===== src/rtl/pc_sequencer.sv =====
// Fetch-PC sequencer: free-running fetch, branch redirect with one-cycle flush,
// and branch-and-link with a held r14 write handshake.
//   state     | meaning
//   INIT      | single idle cycle after reset release, no fetch
//   RUN       | normal fetch/decode advance, branches resolved here
//   FLUSH     | one cycle discarding the wrong-path instruction in decode
//   LINK_WAIT | fetch paused while the r14 link write is waiting for ack
module pc_sequencer #(
  parameter logic [31:0] RESET_PC    = 32'd0,
  parameter logic [10:0] BRANCH_CODE = 11'd31,
  parameter logic [10:0] BL_CODE     = 11'd32
) (
  input  logic        clk,
  input  logic        rst_n,
  input  logic        stall_i,
  input  logic        dec_valid,
  input  logic [10:0] alu_ctl_code,
  input  logic [23:0] br_offset,
  input  logic        r14_ack,
  output logic [31:0] pc,
  output logic [31:0] dec_pc,
  output logic        fetch_valid,
  output logic        flush,
  output logic        r14_we,
  output logic [31:0] r14_wdata
);

  typedef enum logic [1:0] {
    INIT      = 2'd0,
    RUN       = 2'd1,
    FLUSH     = 2'd2,
    LINK_WAIT = 2'd3
  } state_t;

  state_t      state_q, state_d;
  logic [31:0] pc_q, pc_d;
  logic [31:0] dec_pc_q, dec_pc_d;
  logic        fetch_valid_q, fetch_valid_d;
  logic        flush_q, flush_d;
  logic        r14_we_q, r14_we_d;
  logic [31:0] r14_wdata_q, r14_wdata_d;

  logic [31:0] br_target;
  logic        take_br;
  logic        take_bl;

  // Offsets are relative to the instruction in decode, not the fetch address.
  assign br_target = dec_pc_q + {{8{br_offset[23]}}, br_offset};
  assign take_br   = dec_valid && (alu_ctl_code == BRANCH_CODE);
  assign take_bl   = dec_valid && (alu_ctl_code == BL_CODE);

  always_comb begin
    state_d       = state_q;
    pc_d          = pc_q;
    dec_pc_d      = dec_pc_q;
    fetch_valid_d = fetch_valid_q;
    flush_d       = flush_q;
    r14_we_d      = r14_we_q;
    r14_wdata_d   = r14_wdata_q;
    case (state_q)
      INIT: begin
        state_d       = RUN;
        fetch_valid_d = 1'b1;
        flush_d       = 1'b0;
      end
      RUN: begin
        if (!stall_i) begin
          dec_pc_d = pc_q;
          if (take_br) begin
            pc_d    = br_target;
            state_d = FLUSH;
            flush_d = 1'b1;
          end else if (take_bl) begin
            pc_d          = br_target;
            state_d       = LINK_WAIT;
            flush_d       = 1'b1;
            fetch_valid_d = 1'b0;
            r14_we_d      = 1'b1;
            r14_wdata_d   = dec_pc_q + 32'd1;
          end else begin
            pc_d = pc_q + 32'd1;
          end
        end
      end
      FLUSH: begin
        state_d       = RUN;
        flush_d       = 1'b0;
        fetch_valid_d = 1'b1;
        if (!stall_i) begin
          pc_d     = pc_q + 32'd1;
          dec_pc_d = pc_q;
        end
      end
      LINK_WAIT: begin
        flush_d = 1'b0;
        if (r14_ack) begin
          r14_we_d      = 1'b0;
          state_d       = RUN;
          fetch_valid_d = 1'b1;
        end
      end
      default: begin
        state_d       = INIT;
        fetch_valid_d = 1'b0;
        flush_d       = 1'b0;
        r14_we_d      = 1'b0;
      end
    endcase
  end

  always_ff @(posedge clk or negedge rst_n) begin
    if (!rst_n) begin
      state_q       <= INIT;
      pc_q          <= RESET_PC;
      dec_pc_q      <= RESET_PC;
      fetch_valid_q <= 1'b0;
      flush_q       <= 1'b0;
      r14_we_q      <= 1'b0;
      r14_wdata_q   <= 32'd0;
    end else begin
      state_q       <= state_d;
      pc_q          <= pc_d;
      dec_pc_q      <= dec_pc_d;
      fetch_valid_q <= fetch_valid_d;
      flush_q       <= flush_d;
      r14_we_q      <= r14_we_d;
      r14_wdata_q   <= r14_wdata_d;
    end
  end

  assign pc          = pc_q;
  assign dec_pc      = dec_pc_q;
  assign fetch_valid = fetch_valid_q;
  assign flush       = flush_q;
  assign r14_we      = r14_we_q;
  assign r14_wdata   = r14_wdata_q;

endmodule


===== config.mk =====
export PLATFORM = sky130hd
export DESIGN_NAME = pc_sequencer
export DESIGN_NICKNAME = d
export VERILOG_FILES = /design/src/rtl/pc_sequencer.sv
export SDC_FILE = /design/constraint.sdc
export NUM_CORES = 1
export LEC_CHECK = 0
export BUFFER_PORTS_ARGS = -buffer_cell sky130_fd_sc_hd__buf_2
export CELL_PAD_IN_SITES_DETAIL_PLACEMENT = 2
export CELL_PAD_IN_SITES_GLOBAL_PLACEMENT = 2
export CORE_AREA = 2 2 154 156
export DETAILED_ROUTE_END_ITERATION = 7
export DIE_AREA = 0 0 156 158
export HOLD_SLACK_MARGIN = 0.12
export PLACE_DENSITY_LB_ADDON = 0.1
export SYNTH_ARGS = -nofsm -noshare
export SYNTH_HDL_FRONTEND = slang
export SYNTH_SLANG_ARGS = --single-unit

===== constraint.sdc =====
create_clock -name clk -period 2.5 [get_ports clk]
set_input_delay 0.125 -clock clk [delete_from_list [all_inputs] [get_ports clk]]
set_output_delay 0.125 -clock clk [all_outputs]
set_load 0.005 [all_outputs]

==> results.md <==
* Status: finished, violations left
* Violated checks: setup timing
* CTS root buf: clkbuf_16
* Finished Layout Cells at 1,288
* Post-Synth Simple-Gate Area at 0.199
* Placed insts at around 1,300
* Fill cells at 2,593
* Synth cell types at 68
* Top cell types by occurrence after synthesis: 101 x dfrtp_1, 97 x nand2_1, 77 x a21oi_1
* Synthesized area per cell at between 8 and 9 µm²
* Post-synth ARST share at 1.00
* Crit-path max cell delay at 0.42 ns
* Syn_nets at about 860
* Synth Area in Compound Gates at 0.196
* Fmax at roughly 0.36 GHz
* H-tree depth at 3
* Seq. cell area at 2530 µm²
* Share of cells above drive strength 1 at 0.345
* Crit-path leading delay family: compound AO/OA/AOI/OAI gates
* Drt pass-1 iters at 4
* CTS max path bufs at 2
* Arrival @ worst endpoint at just over 3 ns
* Worst-skew pair later-pin latency at 0.36 ns
* ANT cells at 0
* Worst setup margin at -0.240 ns
* Vias in the first global route at ~7,500
* Global-route wire length before repair at 42.8 mm
* Largest family of logic cells by synthesized area: simple AND/OR/NAND/NOR gates
* Worst-path maximum fanout at 5
* Max Cap Violations at 0
* Worst Setup Path Type: reg2reg
* Final WL at approximately 27 mm
* DRC violations left at 0
* Synth Area in Adders at 0.0706
* Post-synthesis sequential area ratio at 0.370
* Routed wire per std cell at roughly 21 µm
* Die Y at about 160 µm
* Rows at 56
* Syn. warnings at 0
* Prevailing post-synth register cell: dfrtp_1
* Clock Skew at between 0.01 and 0.015 ns
* Yosys top cell area share at 0.370
* Post-route cell area at 9070 µm²
* Overall power at just over 9 mW
* Worst-Margin Slew at between 0.6 and 0.7 ns
* CTS Sinks at 101
* WP buf/inv at 0
* Die Area at ~25,000 µm²
* Count of state elements after synthesis at between 100 and 150
* Clock slew at reported path FFs at 0.08 ns
* Final Max Slew Viols at 0
* RSZ-0062 raised after global routing: true
* Final Cycle Share at 1.10
* Final setup fails at 9
* Post-synthesis mux area share at 0.0613
* CTS tree: yes
* Slew Limit Headroom at 0.566
* Largest cells by area after synthesis: dfrtp_1 37%, ha_1 6.8%, a21oi_1 5.6%, mux2_2 5.6%, nand2_1 5.3%
* Critical path, cell by cell: ha_4 -> fa_2 -> a211oi_2 -> o21ai_2 -> o221a_4 -> a221o_4 -> a211oi_4 -> xnor2_1 -> o22ai_1 -> a21oi_1
* Max VDD drop at between 300 and 400 µV
* Placed cell areas at about 8400 µm²
* Global Route Usage Sum at 0.223
* Vias at around 6,900
* Num CTS Buffers at 9
* Area leader, netlist: dfrtp_1
* Most common cell in the synthesized netlist: dfrtp_1
* Remaining global-route overflow at 0
* Horiz. Die Dim at roughly 160 µm
* Power Dens Cells at ~1000 nW/µm²
* Initial antenna violation count at 0
* Initial core utilization at 0.297
* IO Port Bufs at ~140
* Core box area at about 23,000 µm²
* IO Count at 139
* Startpoint Class: flop
* Synth Area in XOR/XNOR at 0.0704
* Number of synthesized flops with an enable pin at 0
* Endpoints failing hold at 0
* Final min period at around 2.7 ns
* Leak at 4.05 nW
* Min-delay worst type: in2reg
* Dpl ws at -0.246 ns
* Synth Instances at 779
* Setup TNS at -1.51 ns
* Worst path required time at 2.78 ns
* HPWL after DPL at 20.6 mm
* CP max-delay cell: dfrtp_1
* Crit. End Element: flop
* Post-DRT Antenna Nets at 0
* Mapped Area at 6840 µm²
* Largest net degree at the start of global routing at 63
* Final RePlAce weighted congestion at between 0.8 and 0.9
* Footprint of the multi-input gates at ~4300 µm²
* NumNets Final at 1,071
* Vias per inst at 5.32
* Area Overhead vs Synth at 32.6%
* Initial drt markers at 229
## timing repair
action                                 4_1_cts  5_1_grt
setup endpoints to repair                   12       22
hold buffers                                 2        0
endpoints found under the hold margin       35        0
pin swaps                                   10       17
gates resized for setup                     11       35
setup buffers                                4        5
## worst register-to-register path, cell delays in order (launching register included)
cell	delay (ns)
dfrtp_1	0.42
ha_4	0.18
fa_2	0.36
a211oi_2	0.22
o21ai_2	0.10
o221a_4	0.27
a221o_4	0.42
a211oi_4	0.28
xnor2_1	0.17
o22ai_1	0.10
a21oi_1	0.14
## registers in the layout, indices dropped and copies added (netlist names)
signal and cells:
r14_we 1, r14_wdata 32, fetch_valid 1, state_q 2
pc 32, dec_pc 32, flush 1
## through the flow
stage | utilization | hold slack [ns]
5_1_grt | 0.393 | 0.182
3_5_place_dp | 0.366 | 0.183
2_1_floorplan | - | -0.171
3_3_place_gp | 0.366 | 0.180
4_1_cts | 0.384 | 0.175
6_report | 0.393 | 0.165
## final timing paths
kind,startpoint,slack (ns),cells after the start,end
worst max-delay path,dec_pc[0],-0.24,10,pc[26]
worst min-delay path,br_offset[0],0.17,4,pc[0]
worst max register to register,dec_pc[0],-0.24,10,pc[26]
worst min register to register,r14_wdata[14],0.48,2,r14_wdata[14]
max in group asynchronous,rst_n,1.34,3,pc[12]
min in group asynchronous,rst_n,0.31,2,dec_pc[8]
## cells by family after synthesis
family | Yosys count
flip-flops | 101
buffers and inverters | 48
AO/OA/AOI/OAI | 223
multiplexers | 37
AND/OR/NAND/NOR | 277
XOR/XNOR | 55
adder cells (fa/ha/maj) | 38
## layout make-up
cell class	instances	area share
multi-input cells	630	0.477
clock buffers	11	0.0268
flip-flops and latches	101	0.279
repair buffers	237	0.165
clock inverters	5	0.00662
inverters	14	0.00580
well taps	290	0.0400
## power breakdown
group	internal [mW]	switching (mW)
combinational	2.43	2.76
clock	0.809	0.716
sequential	1.97	0.402
total	5.21	3.87
## metal layers
metal | global-route usage | wire (µm)
met5 | 0 | 0
met4 | 0.0546 | 404
met3 | 0.0159 | 558
met2 | 0.412 | 14300
met1 | 0.284 | 12100
## placed cells by master (no fill, tap or decap), drive strengths merged, types with 3 or more instances in the layout
master	n
clkinv	3
buf	235
nand2	100
nor2	51
ha	37
o31ai	3
xnor2	30
o21ai	81
o21bai	5
o21a	4
nor2b	6
o22ai	10
inv	14
nand4	15
nand3	43
and2	4
nor4	11
dfrtp	101
a41oi	3
mux2	36
a31oi	6
and3	16
o211ai	3
a21oi	77
xor2	25
a211oi	9
nor3	15
or3	5
a21o	8
clkbuf	11
or2	3
Note: power is estimated with default switching activity, not from simulation.
